[src/rtl/regfile_dump_unit_if.sv]
// rtl/regfile_dump_unit_if.sv - framed byte stream plus register-bank read port bundle
interface regfile_dump_unit_if #(
   parameter int ADDR_W = 5
);
   logic [7:0]        tx_data;
   logic              tx_valid;
   logic              tx_ready;
   logic [ADDR_W-1:0] rd_addr;
   logic [31:0]       rd_data;

   modport master (
      output tx_data, tx_valid, rd_addr,
      input  tx_ready, rd_data
   );

   modport slave (
      input  tx_data, tx_valid, rd_addr,
      output tx_ready, rd_data
   );
endinterface

[src/rtl/regfile_dump_unit.sv]
// rtl/regfile_dump_unit.sv - post-halt register-file dump engine producing a framed byte stream
// Optional trailing XOR checksum byte enabled by defining DUMP_CHECKSUM_EN.
module regfile_dump_unit #(
   parameter int         NUM_REGS   = 32,
   parameter int         ADDR_W     = 5,
   parameter logic [7:0] START_BYTE = 8'hA5
) (
   input  logic                 clk1,
   input  logic                 reset,
   input  logic                 halted,
   input  logic                 start,
   regfile_dump_unit_if.master  bus,
   output logic                 busy,
   output logic                 done
);

   typedef enum logic [3:0] {
      S_IDLE,
      S_SOF,
      S_FETCH,
      S_IDX,
      S_B3,
      S_B2,
      S_B1,
      S_B0,
`ifdef DUMP_CHECKSUM_EN
      S_CSUM,
`endif
      S_DONE
   } state_t;

   state_t            state;
   logic              halted_q;
   logic [ADDR_W-1:0] idx;
   logic [31:0]       shreg;
`ifdef DUMP_CHECKSUM_EN
   logic [7:0]        csum;
`endif

   logic accept;
   logic trigger;
   logic last_reg;

   assign accept   = bus.tx_valid & bus.tx_ready;
   assign trigger  = (halted & ~halted_q) | start;
   assign last_reg = (idx == ADDR_W'(NUM_REGS - 1));

   always_ff @(posedge clk1 or posedge reset) begin
      if (reset) begin
         state        <= S_IDLE;
         halted_q     <= 1'b0;
         idx          <= '0;
         shreg        <= '0;
         busy         <= 1'b0;
         done         <= 1'b0;
         bus.tx_valid <= 1'b0;
         bus.tx_data  <= '0;
         bus.rd_addr  <= '0;
`ifdef DUMP_CHECKSUM_EN
         csum         <= '0;
`endif
      end else begin
         halted_q <= halted;
         done     <= 1'b0;
         case (state)
            S_IDLE: begin
               if (trigger) begin
                  state        <= S_SOF;
                  busy         <= 1'b1;
                  bus.tx_valid <= 1'b1;
                  bus.tx_data  <= START_BYTE;
               end
            end
            S_SOF: begin
               if (accept) begin
                  state        <= S_FETCH;
                  bus.tx_valid <= 1'b0;
                  bus.rd_addr  <= idx;
               end
            end
            // rd_data is combinational from rd_addr, which has been stable for this whole cycle
            S_FETCH: begin
               shreg        <= bus.rd_data;
               bus.tx_data  <= 8'(idx);
               bus.tx_valid <= 1'b1;
               state        <= S_IDX;
            end
            S_IDX, S_B3, S_B2, S_B1: begin
               if (accept) begin
                  bus.tx_data <= shreg[31:24];
                  shreg       <= {shreg[23:0], 8'h00};
`ifdef DUMP_CHECKSUM_EN
                  csum        <= csum ^ bus.tx_data;
`endif
                  state <= (state == S_IDX) ? S_B3 :
                           (state == S_B3)  ? S_B2 :
                           (state == S_B2)  ? S_B1 : S_B0;
               end
            end
            S_B0: begin
               if (accept) begin
                  if (last_reg) begin
`ifdef DUMP_CHECKSUM_EN
                     bus.tx_data <= csum ^ bus.tx_data;
                     csum        <= csum ^ bus.tx_data;
                     state       <= S_CSUM;
`else
                     bus.tx_valid <= 1'b0;
                     done         <= 1'b1;
                     state        <= S_DONE;
`endif
                  end else begin
`ifdef DUMP_CHECKSUM_EN
                     csum         <= csum ^ bus.tx_data;
`endif
                     idx          <= idx + ADDR_W'(1);
                     bus.rd_addr  <= idx + ADDR_W'(1);
                     bus.tx_valid <= 1'b0;
                     state        <= S_FETCH;
                  end
               end
            end
`ifdef DUMP_CHECKSUM_EN
            S_CSUM: begin
               if (accept) begin
                  bus.tx_valid <= 1'b0;
                  done         <= 1'b1;
                  state        <= S_DONE;
               end
            end
`endif
            S_DONE: begin
               busy  <= 1'b0;
               idx   <= '0;
`ifdef DUMP_CHECKSUM_EN
               csum  <= '0;
`endif
               state <= S_IDLE;
            end
            default: state <= S_IDLE;
         endcase
      end
   end

endmodule

[src/flat_wrapper.sv]
// flat-port wrapper written by rule: the top's interface ports become plain ports
module regfile_dump_unit_flat 
#(
   parameter int         NUM_REGS   = 32,
   parameter int         ADDR_W     = 5,
   parameter logic [7:0] START_BYTE = 8'hA5
)
  (clk1, reset, halted, start, busy, done, bus_tx_data, bus_tx_valid, bus_rd_addr, bus_tx_ready, bus_rd_data);
  regfile_dump_unit_if #(.ADDR_W(ADDR_W)) bus_i ();
  input  logic clk1;
  input  logic reset;
  input  logic halted;
  input  logic start;
  output logic busy;
  output logic done;
  output wire logic [$bits(bus_i.tx_data)-1:0] bus_tx_data;
  output wire logic [$bits(bus_i.tx_valid)-1:0] bus_tx_valid;
  output wire logic [$bits(bus_i.rd_addr)-1:0] bus_rd_addr;
  input wire logic [$bits(bus_i.tx_ready)-1:0] bus_tx_ready;
  input wire logic [$bits(bus_i.rd_data)-1:0] bus_rd_data;
  assign bus_tx_data = bus_i.tx_data;
  assign bus_tx_valid = bus_i.tx_valid;
  assign bus_rd_addr = bus_i.rd_addr;
  assign bus_i.tx_ready = bus_tx_ready;
  assign bus_i.rd_data = bus_rd_data;
  regfile_dump_unit #(.NUM_REGS(NUM_REGS), .ADDR_W(ADDR_W), .START_BYTE(START_BYTE)) u_core (.clk1(clk1), .reset(reset), .halted(halted), .start(start), .bus(bus_i), .busy(busy), .done(done));
endmodule
[config.mk]
export PLATFORM = sky130hd
export DESIGN_NAME = regfile_dump_unit_flat
export DESIGN_NICKNAME = d
export VERILOG_FILES = /design/src/rtl/regfile_dump_unit_if.sv /design/src/rtl/regfile_dump_unit.sv /design/src/flat_wrapper.sv
export SDC_FILE = /design/constraint.sdc
export NUM_CORES = 1
export LEC_CHECK = 0
export ABC_AREA = 1
export CORE_MARGIN = 2
export CORE_UTILIZATION = 40
export DETAILED_ROUTE_END_ITERATION = 6
export PLACE_DENSITY = 0.71
export REMOVE_ABC_BUFFERS = 1
export SLEW_MARGIN = 20
export SYNTH_ARGS = -nofsm -noshare
export SYNTH_HDL_FRONTEND = slang
export SYNTH_SLANG_ARGS = --single-unit
export TNS_END_PERCENT = 10
[constraint.sdc]
create_clock -name clk1 -period 1.9 [get_ports clk1]
set_clock_uncertainty 0.1 [all_clocks]
set_input_delay 0.38 -clock clk1 [delete_from_list [all_inputs] [get_ports clk1]]
set_output_delay 0.38 -clock clk1 [all_outputs]
set_load 0.1 [all_outputs]
-- Word level (Yosys, flattened, before mapping)
Cells that the tools add are included.
- flip-flop bits (word level): 58
- bits of input ports: 37
- output and inout bits: 16
- logic and storage cells: 71
- add/sub/neg operators: 1
- eq/ne operators: 15
- mux-type cells: 26
- bitwise gates (word level): 4
- reductions and logical operators: 16
- operators by type and width (kind ; number):
    32-bit one-hot mux with 2 select lines ; 1
    32-bit 2-to-1 mux ; 1
    4-bit 2-to-1 mux ; 7
    8-bit one-hot mux with 3 select lines ; 1
    4-bit one-hot mux with 5 select lines ; 1
    5-bit one-hot mux with 2 select lines ; 2
    4-bit by 3-bit equality test with 1-bit output, second input constant ; 4
    8-bit 2-to-1 mux ; 2
    5-bit 2-to-1 mux ; 3
    2-bit by 1-bit inequality test with 1-bit output, second input constant ; 5
    3-bit AND reduction ; 3
    4-bit by 2-bit equality test with 1-bit output, second input constant ; 2
    4-bit AND reduction ; 2
    2-bit nonzero test ; 4
    1-bit 2-to-1 mux ; 6
    3-bit nonzero test ; 2
    5-bit by 1-bit adder with 5-bit output, second input constant ; 1
    5-bit equality test, second input constant ; 1
    4-bit by 1-bit equality test with 1-bit output, second input constant ; 1
    4-bit equality test, second input constant ; 1
    4-bit logical NOT ; 1
    2-bit AND reduction ; 2
    4-bit OR reduction ; 1
    1-bit one-hot mux with 3 select lines ; 1
    6 further kinds ; 7

-- Longest topological paths before layout
Gate-level depths: netlist (run 1).
- depth in word-level cells: 6
- depth in mapped cells: 10
- mapped depth without buffers: 10

-- Worst setup path after synthesis (run 1)
No wires, ideal clock.
- kind: reg-to-reg
- start: register u_core.bus.tx_valid
- end: register u_core.shreg[24]
- library setup time: 0.065 ns
- arrival: 1.939 ns
- data required time: 1.735 ns
- slack: -0.204 ns
- cell stages (with the launch flop): 9
- path buffers: 2
- period minus slack after synthesis: 2.104 ns
- cells stage by stage: dfrtp_1 nand2_1 inv_1 nand3_4 nand2_4 buf_6 buf_6 nand2_1 nand2_1
- cells in the longest elaborated chain, start to end: 3
- RTL lines (item ; line ; text):
    from (decl) ; regfile_dump_unit_if.sv:12 ; output tx_data, tx_valid, rd_addr,
    from (signal assigned) ; regfile_dump_unit.sv:56 ; bus.tx_valid <= 1'b0;
    from (signal assigned) ; regfile_dump_unit.sv:70 ; bus.tx_valid <= 1'b1;
    from (signal assigned) ; regfile_dump_unit.sv:77 ; bus.tx_valid <= 1'b0;
    1-bit bitwise AND ; regfile_dump_unit.sv:44 ; assign accept = bus.tx_valid & bus.tx_ready;
    2-bit by 1-bit inequality test with 1-bit output (no source line) ; n/a ;
    2-bit AND reduction (no source line) ; n/a ;
    to (signal assigned) ; regfile_dump_unit.sv:83 ; shreg <= bus.rd_data;
    to (signal assigned) ; regfile_dump_unit.sv:91 ; shreg <= {shreg[23:0], 8'h00};
    to (decl) ; regfile_dump_unit.sv:35 ; logic [31:0] shreg;
No other way between the ends.
A chain may end at the register's enable or synchronous reset.

-- Worst setup path after layout (run 1)
- start: register u_core.state[3]
- end: register u_core.bus.tx_data[0]
- cells in the longest elaborated chain, start to end: 4
- elaborated cells on any way between the ends: 12
- those cells by class: eq/ne (7); mux (1); reduce/logical (4)
- RTL lines (item ; line ; text):
    from (decl) ; regfile_dump_unit.sv:32 ; state_t state;
    from (signal assigned) ; regfile_dump_unit.sv:95 ; state <= (state == S_IDX) ? S_B3 :
    4-bit by 3-bit equality test with 1-bit output or 4-bit by 2-bit equality test with 1-bit output (tied branches) ; regfile_dump_unit.sv:65 ; case (state)
    4-bit OR reduction ; regfile_dump_unit.sv:65 ;
    2-bit by 1-bit inequality test with 1-bit output (no source line) or 3-bit nonzero test (tied branches) ; n/a ;
    3-bit AND reduction (no source line) ; n/a ;
    to (signal assigned) ; regfile_dump_unit.sv:84 ; bus.tx_data <= 8'(idx);
    to (signal assigned) ; regfile_dump_unit.sv:90 ; bus.tx_data <= shreg[31:24];
    to (decl) ; regfile_dump_unit_if.sv:12 ;
Several ways; a longest one is shown, not always the timed one.

==> results of run 1 <==
metrics by stage:
stage	total power, mW	std cells
after global placement	5.50	525
final	6.91	541
after floorplan	4.30	364
after detailed placement	5.59	525
after global routing	7.45	541
after CTS	6.94	541
state kept, by name, summed over array words and instances, names as in the netlist:
signal               cells
u_core.shreg            32
u_core.state             4
u_core.bus.tx_data       8
u_core.busy              1
u_core.halted_q          1
u_core.done              1
u_core.bus.tx_valid      1
u_core.bus.rd_addr       5
u_core.idx               5
layer usage:
layer	share of wire	vias up	track usage
met4	0.023	0	0.0787
met1	0.45	1117	0.227
met5	0	-	0
met3	0.065	12	0.0452
met2	0.46	90	0.288
li1	-	1312	-
final timing paths:
check / startpoint / end
worst max-delay path: u_core.state[3]$_DFFE_PP0P_ / u_core.bus.tx_data[0]$_DFFE_PP0P_
worst min-delay path: reset / u_core.bus.tx_data[2]$_DFFE_PP0P_
worst max register to register: u_core.state[3]$_DFFE_PP0P_ / u_core.bus.tx_data[0]$_DFFE_PP0P_
worst min register to register: u_core.shreg[14]$_DFFE_PP0P_ / u_core.shreg[14]$_DFFE_PP0P_
max in group asynchronous: reset / u_core.shreg[10]$_DFFE_PP0P_
min in group clk1: halted / u_core.halted_q$_DFF_PP0_
logic make-up (layout without fill, tap and decap cells):
logic type	after synthesis	after routing
buffers and inverters	58	125
XOR/XNOR	3	3
flip-flops	58	58
AND/OR/NAND/NOR	190	190
AO/OA/AOI/OAI	64	64
adder cells (fa/ha/maj)	2	2
timing repair:
| item | 4_1_cts | 5_1_grt |
|---|---|---|
| buffers inserted | 0 | 0 |
| hold buffers | 0 | 0 |
| resized for setup | 0 | 3 |
| setup endpoints to repair | 0 | 6 |
| hold endpoints to repair | 0 | 0 |
final cells by class:
class	count	area (µm²)	share of cell area
inverter	47	176	0.0441
sequential	58	1450	0.362
clock inverter	4	73.8	0.0184
timing repair buffer	62	806	0.201
clock buffer	12	155	0.0388
tap	99	124	0.0309
multi-input combinational	259	1220	0.304
worst max-delay path: cells and delay by family (launching register included):
family | cells | cell delay [ns]
buffers and inverters | 2 | 0.20
flip-flops | 1 | 0.46
AND/OR/NAND/NOR | 7 | 0.96
cell usage in the layout (no fill, tap or decap), types with 4 or more instances in the layout:
| master | count |
|---|---|
| buf_12 | 20 |
| buf_4 | 6 |
| clkbuf_8 | 11 |
| clkdlybuf4s50_1 | 36 |
| dfrtp_1 | 58 |
| inv_1 | 42 |
| inv_2 | 4 |
| nand2_1 | 130 |
| nand2_2 | 4 |
| nand2_4 | 4 |
| nand3_1 | 33 |
| nor2_1 | 13 |
| o21ai_0 | 57 |
report_power, final:
part	internal [mW]	leakage [nW]	switching, mW
logic	1.30	1.12	2.33
clock network	0.810	0.117	0.511
registers	1.71	0.739	0.250
==> impl_metrics.tcl, run 1 <==
set metrics [dict create \
    rsz0062_at_grt "no" \
    areaGrowthSynthToFinish_pct 37.8 \
    io_pins 53 \
    yosys.cell_types.count 24 \
    cts_num_sinks 58 \
    grt_util_all_layers 0.178 \
    start_util 0.407 \
    insertion_delay_ns 0.35 \
    yosys.area_share.simple 0.283 \
    finalInstanceArea_um2 4000 \
    critPathCaptureType "flip-flop" \
    setup-violations-final 0 \
    fp.dieW_um 89.2 \
    max_cap_violations 0 \
    fillers 656 \
    finalHoldViolCount 0 \
    critPathKind "reg2reg" \
    timing.hold.ws_ns 0.309 \
    core_um2 7140 \
    drc_errors 0 \
    nets 476 \
    io_buffers 52 \
    post-route-util 0.561 \
    synth_mux_area_frac 0 \
    finalCriticalPeriod_ns 1.79 \
    synth_compound_area_frac 0.115 \
    yosysTopAreaCell "dfrtp_1" \
    max_slew.worst_pin.slew_ns 0.302 \
    reg2reg_slack_ns 0.11 \
    dieArea_um2 7960 \
    synth_area_leaders "dfrtp_1 50%, nand2_1 17%, o21ai_0 9.8%" \
    syn-cell-area_um2 2910 \
    fin_ws_ns 0.113 \
    via_count 2531 \
    synth_common_cells "132 x nand2_1, 58 x dfrtp_1, 57 x o21ai_0" \
    async_flop_share 1.00 \
    vias_per_cell 4.68 \
    synth.top_cell.area_share 0.500 \
    ys_warn_count 0 \
    outcome "finished, final reports clean" \
    cts_max_path_buffers 2 \
    postPlaceCellArea_um2 3760 \
    cts_root_buffer "clkbuf_8" \
    syn_avg_cell_area_um2 7.75 \
    h-tree-depth 3 \
    die_h_um 89.2 \
    routedWlPerCell_um 11.5 \
    fin_crit_sh 0.940 \
    clk_pin_slew_ns 0.07 \
    synth_edf_count 0 \
    drive_gt1_frac 0.138 \
    cts_made_buffers 9 \
    netlist_instances 375 \
    ys_ff_latch 58 \
    antenna_found_initial 0 \
    grt_overflow_total 0 \
    yosysMostFrequentCell "nand2_1" \
    cts_tree "yes" \
    max_freq_mhz 560 \
    drtIter0Drc 204 \
    setup-tns-final_ns 0 \
    cpMostUsedCell "nand2_1" \
    critPathArrivalTime_ns 1.97 \
    place_congestion 0.869 \
    cpPeakStageDelay_ns 0.46 \
    antenna_cells 0 \
    powerDensity_nw_per_um2 1730 \
    synth_xor_xnor_area_share 0.00904 \
    reg2regPathDepth 9 \
    start_kind "flip-flop" \
    dr.pass1.iters 4 \
    num_rows 31 \
    dp_hpwl_um 4370 \
    detail-route-antenna-nets 0 \
    synth_ff_type "dfrtp_1" \
    peakVddDrop_uv 793 \
    hold_class "in2async" \
    leakage_nw 1.97 \
    first_global_vias 2438 \
    cp_slowest_cell "dfrtp_1" \
    worst-endpoint-required_ns 2.09 \
    synthAdderAreaFrac 0.00861 \
    synth_top_family_by_area "simple AND/OR/NAND/NOR gates" \
    slew_headroom 0.798 \
    crit_path_cell_trace "nor2_1 -> nand2_1 -> inv_1 -> nand2_1 -> nand2_1 -> inv_2 -> nand2_2 -> nand2_1 -> nand2_1" \
    slew_viol_final 0 \
    pre_cts_ws_ns -0.0248 \
    grt_max_degree 59 \
    grt_pass1_wl_um 10800 \
    drt_wl_total_um 6250 \
    synth-seq-area-share 0.500 \
    path_max_fanout 9 \
]
No activity file was read; power rests on OpenSTA's default activity.
==> run 2, diff against run 1 <==
--- a/config.mk
+++ b/config.mk
@@ -5,7 +5,6 @@
 export SDC_FILE = /design/constraint.sdc
 export NUM_CORES = 1
 export LEC_CHECK = 0
-export ABC_AREA = 1
 export CORE_MARGIN = 2
 export CORE_UTILIZATION = 40
 export DETAILED_ROUTE_END_ITERATION = 6
==> run 2 against run 1 <==
Effect of this change:
- global-route usage shrank 0.69 points
- via count shrank 8.7%
- the flow now finishes with violations (negative setup slack)
- final cell count is 19% lower
- cell area up 9.9%
- sequential power is 13% higher
- sequential share of layout area is 3.3 points lower
- largest cell class is now multi-input gates
- worst setup slack worse by 0.14 ns
- combinational power up 56%
- clock power is essentially flat
==> impl_metrics.tcl, run 2 <==
set metrics [dict create \
    setup-violations-final 13 \
    drc_errors 0 \
    dr.pass1.iters 4 \
    power_frac_seq 0.240 \
    synth_area_leaders "dfrtp_1 48%, mux2_4 11%, mux2_2 11%" \
    hold_class "in2async" \
    max_freq_mhz 519 \
    die_h_um 91.0 \
    slew_viol_final 0 \
    areaGrowthSynthToFinish_pct 45.4 \
    fin_crit_sh 1.01 \
    grt_pass1_wl_um 11200 \
    rsz0062_at_grt "yes" \
    stdcell_count 436 \
    yosys.cell_types.count 50 \
    yosysTopAreaCell "dfrtp_1" \
    num_rows 31 \
    synth_ff_type "dfrtp_1" \
    reg_top3 "u_core.shreg (32), u_core.bus.tx_data (8)" \
    h-tree-depth 3 \
    routedWlPerCell_um 16.0 \
    post-route-util 0.604 \
    finalHoldViolCount 0 \
    dp_cells 419 \
    nets 371 \
    cts_num_sinks 58 \
    reg2reg_slack_ns -0.03 \
    syn_avg_cell_area_um2 12.4 \
    slew_headroom 0.705 \
    outcome "finished with violations" \
    max_cap_violations 0 \
    p_comb_frac 0.615 \
    grt_util_all_layers 0.171 \
    reg2reg_from "u_core.state[1]$_DFFE_PP0P_" \
    hold_buffers 0 \
    start_kind "flip-flop" \
    crit_start "u_core.state[1]$_DFFE_PP0P_" \
    detail-route-antenna-nets 0 \
    worst-endpoint-required_ns 2.02 \
    p_switching_mw 3.67 \
    yosysMostFrequentCell "dfrtp_1" \
    regToRegEndpoint "u_core.shreg[19]$_DFFE_PP0P_" \
    path_max_fanout 12 \
    timing.hold.ws_ns 0.265 \
    netlist_instances 244 \
    async_flop_share 1.00 \
    powerDensity_nw_per_um2 2090 \
    antenna_found_initial 0 \
    critPathCaptureType "flip-flop" \
    synth.top_cell.area_share 0.479 \
    cts_tree "yes" \
    crit_path_cell_trace "a21bo_2 -> a21oi_4 -> clkbuf_16 -> mux2_2 -> mux2_4" \
    crit_path_end "u_core.shreg[19]$_DFFE_PP0P_" \
    core_um2 7290 \
    cp_slowest_cell "dfrtp_1" \
    syn-cell-area_um2 3030 \
    start_util 0.415 \
    first_global_vias 2309 \
    critPathKind "reg2reg" \
    io_pins 53 \
    sw_frac_of_total 0.399 \
    setup-tns-final_ns -0.227 \
    failed_checks "negative setup slack" \
    synth_edf_count 0 \
    final_cell_mix "58 x dfrtp_1, 36 x clkdlybuf4s50_1, 35 x buf_4, 33 x mux2_4, 20 x buf_12" \
    top_register "u_core.shreg" \
    final_common_cell "dfrtp_1" \
    clockPowerShare 0.145 \
    insertion_delay_ns 0.33 \
    antenna_cells 0 \
    largest_reg_flops 32 \
    drtIter0Drc 101 \
    place_congestion 0.786 \
    leakage_nw 2.02 \
    io_buffers 52 \
    fin_ws_ns -0.0255 \
    ys_warn_count 0 \
    critPathArrivalTime_ns 2.05 \
    grt_overflow_total 0 \
    synth_common_cells "58 x dfrtp_1, 29 x mux2_2, 22 x mux2_4" \
    cts_made_buffers 9 \
    synth-seq-area-share 0.479 \
    vias_per_cell 5.30 \
    grt_max_degree 33 \
    drt_wl_total_um 6960 \
    reg2regPathDepth 5 \
    p_int_mw 5.52 \
    ys_ff_latch 58 \
    peakVddDrop_uv 941 \
    cpPeakStageDelay_ns 0.41 \
    fp.dieW_um 91.0 \
    cts_setup_buffers 0 \
    clk_pin_slew_ns 0.07 \
    drive_gt1_frac 0.395 \
    dieArea_um2 8280 \
    via_count 2310 \
    max_slew.worst_pin.slew_ns 0.436 \
    cts_max_path_buffers 2 \
    dp_hpwl_um 4910 \
    finalCriticalPeriod_ns 1.93 \
    cts_root_buffer "clkbuf_8" \
]
## run 2: cell count changes in the layout (fill, tap and decap cells not counted), sizes merged, moves of 4 or more
cell,before,now
nand2,138,13
o21ai,61,8
mux2,0,51
inv,46,7
nand3,37,2
buf,26,55
a22o,0,10
nor2,14,6
a21oi,1,7
nor3,0,5
a2bb2oi,0,4
nor4,0,4
o22ai,2,6
## run 2: worst min-delay path by stage
stage / from / to / slack [ns] / cells after the start
6_report: reset / u_core.shreg[1]$_DFFE_PP0P_ / 0.27 / 2
5_1_grt: reset / u_core.shreg[1]$_DFFE_PP0P_ / 0.30 / 2
4_1_cts: reset / u_core.shreg[1]$_DFFE_PP0P_ / 0.27 / 2
3_5_place_dp: u_core.shreg[2]$_DFFE_PP0P_ / u_core.shreg[2]$_DFFE_PP0P_ / 0.39 / 1
3_3_place_gp: u_core.shreg[12]$_DFFE_PP0P_ / u_core.shreg[12]$_DFFE_PP0P_ / 0.38 / 1
2_1_floorplan: halted / u_core.halted_q$_DFF_PP0_ / 0.31 / 0
## run 2: logic make-up (layout without fill, tap and decap cells)
logic type | count (synthesis) | count (layout) | share of synthesized area
multiplexers | 54 | 54 | 0.227
AO/OA/AOI/OAI | 60 | 60 | 0.155
AND/OR/NAND/NOR | 46 | 46 | 0.0835
flip-flops | 58 | 58 | 0.479
buffers and inverters | 22 | 115 | 0.0413
adder cells (fa/ha/maj) | 2 | 2 | 0.00826
XOR/XNOR | 2 | 2 | 0.00579
## run 2: routing by layer
metal	global-route usage	vias to the layer above	part of all wire
met2	0.280	59	0.49
met4	0.0669	0	0.011
met3	0.0390	9	0.045
met5	0	-	0
met1	0.222	1151	0.45
li1	-	1091	-
## run 2: area by class of cell
class	count	area [µm²]
tap	99	124
clock buffer	12	165
clock inverter	4	72.6
multi-input combinational	164	1510
sequential	58	1450
timing repair buffer	92	1050
fill	601	2890
inverter	7	26.3
## run 2: power by group through the flow
stage / Sequential (mW) / Combinational (mW) / Clock (mW)
2_1_floorplan: 3.20 / 2.62 / 0
3_3_place_gp: 2.19 / 5.30 / 0
3_5_place_dp: 2.22 / 5.42 / 0
4_1_cts: 2.20 / 5.43 / 1.36
5_1_grt: 2.26 / 5.98 / 1.42
6_report: 2.21 / 5.66 / 1.33
## run 2: timing repair
item,CTS,global route
gates resized for setup,1,16
cloned,0,1
setup endpoints to repair,2,35
pin swaps,0,1
## run 2: worst max-delay path, delay by kind of cell (launching register included)
kind,cells,cell delay [ns]
buffers and inverters,1,0.22
AOI/OAI and AO/OA,2,0.49
DFF,1,0.41
muxes,2,0.59
## run 2: metrics by stage
step / instance area (µm²) / setup WS [ns] / total power, mW
6_report: 4400 / -0.0255 / 9.20
5_1_grt: 4400 / -0.0590 / 9.66
4_1_cts: 4320 / -0.00317 / 8.99
3_5_place_dp: 4080 / -0.315 / 7.63
3_3_place_gp: 4080 / -0.304 / 7.49
2_1_floorplan: 2930 / -1.02 / 5.82
